===== config.mk =====
export PLATFORM = sky130hd
export DESIGN_NAME = pwm_deadtime
export DESIGN_NICKNAME = d
export VERILOG_FILES = /design/src/rtl/pwm_deadtime.sv
export SDC_FILE = /design/constraint.sdc
export NUM_CORES = 1
export LEC_CHECK = 0
export CORE_MARGIN = 2
export CORE_UTILIZATION = 30
export DETAILED_ROUTE_END_ITERATION = 16
export PLACE_DENSITY = 0.61
export SETUP_SLACK_MARGIN = 0.2
export SYNTH_ARGS = -nofsm -noshare
export SYNTH_HDL_FRONTEND = slang
export SYNTH_SLANG_ARGS = --single-unit

===== constraint.sdc =====
create_clock -name clk -period 2.25 [get_ports clk]
set_input_delay 0.45 -clock clk [delete_from_list [all_inputs] [get_ports clk]]
set_output_delay 0.45 -clock clk [all_outputs]
set_load 0.1 [all_outputs]

===== src/rtl/pwm_deadtime.sv =====
// pwm_deadtime: per-channel complementary gate drive with programmable dead time
// and latched fault shutdown, configured over the peripheral write bus.
module pwm_deadtime #(
   parameter int NCH = 4,
   parameter int DTW = 16
) (
   input  logic             clk,
   input  logic             rst,
   input  logic             we_i,
   input  logic [31:0]      write_addr,
   input  logic [31:0]      write_data,
   input  logic [NCH-1:0]   pwm_in,
   input  logic             fault_i,
   output logic [NCH-1:0]   out_h,
   output logic [NCH-1:0]   out_l,
   output logic             fault_o
);
   localparam logic [31:0] DT_BASE   = 32'h0020_0000;
   localparam logic [31:0] DT_STRIDE = 32'h0001_0000;
   localparam logic [31:0] CTRL_ADDR = 32'h0024_0000;

   typedef enum logic [2:0] {OFF, LOW_ON, DEAD_TO_H, HIGH_ON, DEAD_TO_L} state_t;

   logic [DTW-1:0] r_dt [NCH];
   logic [NCH-1:0] r_en;
   logic [NCH-1:0] r_pwm;
   logic           r_fault;
   logic           w_ctrl_we;
   logic           w_unused;

   assign w_ctrl_we = we_i && write_addr == CTRL_ADDR;
   assign w_unused  = ^write_data[31:DTW];
   assign fault_o   = r_fault;

   always_ff @(posedge clk)
      if (rst) begin
         for (int k = 0; k < NCH; k++) r_dt[k] <= '0;
         r_en    <= '0;
         r_pwm   <= '0;
         r_fault <= 1'b0;
      end else begin
         r_pwm <= pwm_in;
         if (w_ctrl_we) r_en <= write_data[NCH-1:0];
         for (int k = 0; k < NCH; k++)
            if (we_i && write_addr == DT_BASE + 32'(k) * DT_STRIDE) r_dt[k] <= write_data[DTW-1:0];
         // a clear that coincides with an active fault loses
         r_fault <= fault_i | (r_fault & ~(w_ctrl_we & write_data[8]));
      end

   for (genvar i = 0; i < NCH; i++) begin : g_ch
      state_t         r_st;
      logic [DTW-1:0] r_cnt;
      always_ff @(posedge clk)
         if (rst) begin
            r_st  <= OFF;
            r_cnt <= '0;
         end else if (!r_en[i] || r_fault) begin
            r_st <= OFF;
         end else begin
            case (r_st)
               OFF: begin
                  r_st  <= r_pwm[i] ? DEAD_TO_H : DEAD_TO_L;
                  r_cnt <= r_dt[i];
               end
               LOW_ON: if (r_pwm[i]) begin
                  r_st  <= r_dt[i] == '0 ? HIGH_ON : DEAD_TO_H;
                  r_cnt <= r_dt[i];
               end
               HIGH_ON: if (!r_pwm[i]) begin
                  r_st  <= r_dt[i] == '0 ? LOW_ON : DEAD_TO_L;
                  r_cnt <= r_dt[i];
               end
               // a request that reverses mid-dead returns to the side that was on
               DEAD_TO_H:
                  if (!r_pwm[i]) r_st <= LOW_ON;
                  else if (r_cnt <= DTW'(1)) r_st <= HIGH_ON;
                  else r_cnt <= r_cnt - DTW'(1);
               DEAD_TO_L:
                  if (r_pwm[i]) r_st <= HIGH_ON;
                  else if (r_cnt <= DTW'(1)) r_st <= LOW_ON;
                  else r_cnt <= r_cnt - DTW'(1);
               default: r_st <= OFF;
            endcase
         end
      assign out_h[i] = r_st == HIGH_ON;
      assign out_l[i] = r_st == LOW_ON;
   end
endmodule


==> impl_metrics.ini, run 1 <==
[detailed_routing]
wire_per_inst_um = 16.3
drc = 2
ant_nets = 0
drt_iter0_drc = 577
wirelength_um = 22800
routed_via_density = 5.33
vias = 7457
firstDrtPassIters = 11

[grt]
grt_pass1_vias = 6908
grt_max_degree = 44
antenna_found_initial = 0
gr-total-overflow = 0
grt_use_total_pct = 16.0
grt_pass1_wl_um = 35900

[logic_synthesis]
synthSimpleGateAreaFrac_pct = 26.9
yosys-top-cells-area = edfxtp_1 24%, dfxtp_1 21%, and2_1 5.6%
yosys_register_bits = 149
synth-xor-area-share_pct = 0.766
ys_seq_area_share_pct = 45.3
synth_top_area_cell = edfxtp_1
muxShareOfSynthArea_pct = 1.38
ys.flop_type = dfxtp_1
synth_top_family_by_area = simple AND/OR/NAND/NOR gates
synth_edf_count = 64
syn_area_per_cell_sq_um = 8.65
synthArstFlopShare_pct = 0
synth-adder-area-share_pct = 1.25
ys_types = 61
synth_compound_area_share_pct = 20.0
syn_nets = 1006
synthCells = 926
yosysMostFrequentCell = dfxtp_1
yosysWarnings = 0
yosys.area.top_type_share_pct = 24.0
syn_area_sq_um = 8010
synth_commonest_cells = 85 x dfxtp_1, 79 x a21oi_1, 77 x nor2_1, 74 x nand2_1, 72 x and2_1

[job]
drv_cap = 0

[worst_setup_path]
reg2reg_slack_ns = -0.14
worstPathArrival_ns = 2.75
path_class = reg2reg
required_ns = 2.61
startpoint_type = register
cp_max_fo = 7
end_kind = register

[cells_and_area]
nFillCells = 2567
layout.nets = 1131
fin_area_sq_um = 11000
drive_gt1_share_pct = 22.9
diodes = 0
instances_no_fill = 1399
area_delta_synth_final_pct = 37.0

[placed_design]
placedCellCount = 1341
dp_hpwl_um = 15200
preCtsSetupSlack_ns = -0.144
io_buffers = 64
gp_congestion = 0.850
postPlaceCellArea_sq_um = 9740

[sta]
timing.final.ws_setup_ns = -0.144
fmax_mhz = 418
timing.final.max_slew_violations = 0
finalSetupTns_ns = -2.23
hold_viol = 0
rsz0062_at_grt = yes
min_period_over_period_pct = 106
worst_slew_pin_slew_ns = 0.775
holdWs_ns = 0.478
post-route-min-period_ns = 2.39
finalClockSkew_ns = 0.0152
setup_viol = 31
relSlewSlack_pct = 48.3

[clocking]
cts_tree = built
cts-root-buf = clkbuf_16
hold_buffers = 0
clockBufferDepth = 2
numCtsBuffers = 17
cts.clk_slew.worst_paths_ns = 0.06
cts_sinks = 149
htreeDepth = 4
insertion_delay_ns = 0.43

[floorplanning]
row_count = 59
coreArea_sq_um = 26100
initial_core_util_pct = 30.6
die_h_um = 167
ios = 81
dieArea_sq_um = 28000
die_w_um = 167

[power_and_ir_drop]
power.density_nw_per_um2 = 573
ir_drop_mv = 0.507
leakage_nw = 4.06

[outcome]
failed_checks = DRC, setup timing
run_status = complete, but fails checks

[worst_hold_path]
hp-class = reg2reg
-- what timing repair did --
action	in CTS	in global routing
endpoints found under the setup margin	51	79
buffers inserted	9	11
gates cloned	3	3
resized for setup	46	45
pin swaps	18	24
-- per-layer routing --
layer	GRT usage, %	part of all wire [%]	vias to the layer above
met3	3.19	4.7	32
met1	22.7	49	3570
li1	-	-	3663
met2	24.7	45	192
met5	0	0	-
met4	5.03	1.7	0
-- cells in the final DEF (no fill, tap or decap), types with 6 or more instances in the layout --
master | Yosys | layout
a211oi_1 | 9 | 6
clkbuf_16 | 0 | 19
o32ai_1 | 12 | 10
nor4_1 | 34 | 32
edfxtp_1 | 64 | 64
nor3_1 | 45 | 38
o21ai_0 | 52 | 39
o21ai_1 | 15 | 18
buf_6 | 2 | 11
nand2_1 | 74 | 73
ha_1 | 8 | 6
dfxtp_2 | 0 | 12
o21ai_2 | 0 | 9
or2_2 | 16 | 16
o31ai_1 | 14 | 14
or3_1 | 8 | 6
and2_1 | 72 | 72
nor2_1 | 77 | 72
buf_4 | 0 | 77
buf_12 | 0 | 19
a21oi_2 | 0 | 7
nand4_1 | 7 | 7
a21oi_1 | 79 | 71
and3_1 | 8 | 8
dfxtp_1 | 85 | 72
o211ai_1 | 14 | 14
nor2b_1 | 12 | 12
nor3b_1 | 11 | 7
nand2b_1 | 9 | 9
mux2i_1 | 11 | 11
inv_1 | 27 | 25
nand3_1 | 21 | 20
or4_4 | 1 | 6
clkdlybuf4s50_1 | 0 | 54
-- where the power goes --
part           internal (mW)  switching [mW]  total [mW]  leakage [nW]
registers               2.88          0.0568        2.94          1.30
logic                  0.149           0.166       0.316          2.46
clock network           1.83            1.20        3.03         0.305
-- worst max-delay path: stages (launching register included) --
cell and delay [ns]:
dfxtp_2 0.32, or4_4 0.54, or3_4 0.39, buf_6 0.14, o41ai_4 0.37, a21boi_2 0.13, buf_6 0.17, a21o_1 0.19
a21oi_2 0.10
-- through the flow --
step | total power [mW] | utilization, %
after floorplan | 3.08 | -
after global placement | 3.30 | 37.3
after detailed placement | 3.30 | 37.3
after CTS | 6.31 | 40.9
after global routing | 6.47 | 42.0
final | 6.28 | 42.0
-- worst paths after layout --
check / start / to / cells past startpoint
max reg2reg: g_ch[3].r_cnt[12]$_SDFFE_PP0P_ / g_ch[3].r_cnt[0]$_SDFFE_PP0P_ / 8
min reg2reg: g_ch[0].r_cnt[13]$_SDFFE_PP0P_ / g_ch[0].r_cnt[13]$_SDFFE_PP0P_ / 2
max: g_ch[3].r_cnt[12]$_SDFFE_PP0P_ / g_ch[3].r_cnt[0]$_SDFFE_PP0P_ / 8
min: g_ch[0].r_cnt[13]$_SDFFE_PP0P_ / g_ch[0].r_cnt[13]$_SDFFE_PP0P_ / 2
-- cell type report --
cell class / instances / area [sq um] / area share [%]
clock buffers: 19 / 454 / 4.14
clock inverters: 13 / 169 / 1.54
inverters: 27 / 105 / 0.958
multi-input cells: 690 / 4440 / 40.5
flip-flops and latches: 149 / 3640 / 33.2
well taps: 335 / 419 / 3.82
repair buffers: 166 / 1740 / 15.8
-- flip-flops by register name (all words and copies together), names as in the netlist --
signal      count
r_pwm           4
g_ch.r_st      12
fault_o         1
r_dt           64
g_ch.r_cnt     64
r_en            4
-- kinds of logic (layout without fill, tap and decap cells) --
| group | after synthesis | after routing |
|---|---|---|
| xor+xnor | 7 | 7 |
| mux | 11 | 11 |
| fa+ha+maj | 8 | 8 |
| flops | 149 | 149 |
| compound gates | 253 | 253 |
| buf+inv | 87 | 225 |
| simple gates | 411 | 411 |
Power figures use the tool's default switching activity.
==> run 2, diff against run 1 <==
--- a/config.mk
+++ b/config.mk
@@ -8,6 +8,7 @@
 export CORE_MARGIN = 2
 export CORE_UTILIZATION = 30
 export DETAILED_ROUTE_END_ITERATION = 16
+export MAX_ROUTING_LAYER = met4
 export PLACE_DENSITY = 0.61
 export SETUP_SLACK_MARGIN = 0.2
 export SYNTH_ARGS = -nofsm -noshare
==> impl_metrics.ini, run 2 (synthesized netlist as in run 1, its figures left out) <==
[grt]
grt_pass1_vias = 6909
grt_max_degree = 44
grt_use_total_pct = 16.5
antenna_found_initial = 0
met2_usage_pct = 24.7
gr-total-overflow = 0
grt_use_met3_pct = 2.60
met1_usage_pct = 22.8
grt_pass1_wl_um = 35900
busiest_layer = met2

[floorplanning]
die_h_um = 167
row_count = 59
initial_core_util_pct = 30.6
die_w_um = 167
ios = 81
coreArea_sq_um = 26100
dieArea_sq_um = 28000

[worst_setup_path]
path_depth = 8
startpoint_type = register
worstPathArrival_ns = 2.75
required_ns = 2.61
slowest_stage = or4_4
path_cells = or4_4 -> or3_4 -> buf_6 -> o41ai_4 -> a21boi_2 -> buf_6 -> a21o_1 -> a21oi_2
cpPeakStageDelay_ns = 0.54
crit_top_cell = buf_6
ff2ff_path_depth = 8
critPathBufInv = 2
cp_max_fo = 7
cpLargestDelayFamily = simple AND/OR/NAND/NOR gates
end_kind = register
path_class = reg2reg

[detailed_routing]
ant_nets = 0
firstDrtPassIters = 11
vias = 7475
wire_per_inst_um = 16.4
wirelength_um = 22900
drt_iter0_drc = 561
routed_via_density = 5.34
drc = 2

[sta]
timing.final.ws_setup_ns = -0.145
hold_viol = 0
timing.final.max_slew_violations = 0
relSlewSlack_pct = 50.2
finalClockSkew_ns = 0.0191
rsz0062_at_grt = yes
fmax_mhz = 418
post-route-min-period_ns = 2.39
setup_viol = 31
min_period_over_period_pct = 106
worst_slew_pin_slew_ns = 0.746

[job]
drv_cap = 0

[clocking]
htreeDepth = 4
insertion_delay_ns = 0.43
cts_tree = built
cts-root-buf = clkbuf_16
cts.clk_slew.worst_paths_ns = 0.06
numCtsBuffers = 17
clockBufferDepth = 2
cts_sinks = 149

[placed_design]
gp_congestion = 0.863
dp_hpwl_um = 15200
io_buffers = 64
preCtsSetupSlack_ns = -0.144

[cells_and_area]
final_common_cell = buf_4
fin_util_pct = 42.0
diodes = 0
layout.nets = 1131
layout_common_cells = 77 x buf_4, 73 x nand2_1, 72 x and2_1, 72 x nor2_1, 72 x dfxtp_1
largest_registers = g_ch.r_cnt (64), r_dt (64), g_ch.r_st (12)
area_delta_synth_final_pct = 37.0
drive_gt1_share_pct = 22.9

[worst_hold_path]
hold_path_depth = 2
hp-class = reg2reg

[outcome]
run_status = complete, but fails checks
failed_checks = DRC, setup timing

[power_and_ir_drop]
ir_drop_mv = 0.504
total_power_mw = 6.28
leakage_nw = 4.06
power.density_nw_per_um2 = 572
==> run 2: report_power, final <==
group | switching, mW | leakage (nW) | internal [mW]
sequential | 0.0569 | 1.30 | 2.88
combinational | 0.166 | 2.46 | 0.149
clock | 1.20 | 0.305 | 1.83
total | 1.42 | 4.06 | 4.85
==> run 2: worst paths after layout <==
kind | startpoint | to | slack [ns]
setup / recovery | g_ch[3].r_cnt[12]$_SDFFE_PP0P_ | g_ch[3].r_cnt[0]$_SDFFE_PP0P_ | -0.14
hold / removal | g_ch[0].r_cnt[13]$_SDFFE_PP0P_ | g_ch[0].r_cnt[13]$_SDFFE_PP0P_ | 0.48
setup reg to reg | g_ch[3].r_cnt[12]$_SDFFE_PP0P_ | g_ch[3].r_cnt[0]$_SDFFE_PP0P_ | -0.14
hold reg to reg | g_ch[0].r_cnt[13]$_SDFFE_PP0P_ | g_ch[0].r_cnt[13]$_SDFFE_PP0P_ | 0.48
==> run 2: per-stage QoR <==
| step | hold slack [ns] | instance area [sq um] | std cells | TNS [ns] |
|---|---|---|---|---|
| finish | 0.477 | 11000 | 1399 | -2.23 |
| floorplan | 0.445 | 8180 | 926 | -1.56 |
| detailed placement | 0.469 | 9740 | 1341 | -10.37 |
| global route | 0.488 | 11000 | 1399 | -4.94 |
| CTS | 0.479 | 10700 | 1385 | -0.985 |
| global placement | 0.463 | 9740 | 1341 | -9.99 |
==> run 2: area by class of cell <==
cell class,count,area (sq um)
Fill cell,2567,15200
Tap cell,335,419
Timing Repair Buffer,166,1740
Sequential cell,149,3640
Inverter,27,105
Clock inverter,13,169
Multi-Input combinational cell,690,4440
Clock buffer,19,454
==> run 2: timing repair <==
item                                    CTS  global route
endpoints found under the setup margin   51            81
hold buffers                              0             0
cloned                                    3             3
setup buffers                             9            11
gates resized for setup                  46            45
endpoints found under the hold margin     0             0
pin swaps                                18            24
==> run 2: worst min-delay path, cell delays in order, from the launching register on <==
cell and delay [ns]:
dfxtp_1 0.33, o21ai_2 0.05, a21oi_1 0.05
==> run 2: routing by layer <==
layer,vias up,wire length (um),share of wire [%]
li1,3658,-,-
met1,3549,11000,48
met2,233,10300,45
met3,35,1140,5.0
met4,0,448,2.0
met5,-,0,0
==> run 3, diff against run 2 <==
--- a/config.mk
+++ b/config.mk
@@ -8,6 +8,7 @@
 export CORE_MARGIN = 2
 export CORE_UTILIZATION = 30
 export DETAILED_ROUTE_END_ITERATION = 16
+export GPL_ROUTABILITY_DRIVEN = 0
 export MAX_ROUTING_LAYER = met4
 export PLACE_DENSITY = 0.61
 export SETUP_SLACK_MARGIN = 0.2
==> results of run 3 <==
The final DEF is identical to that of run 2; final timing and power are the same.
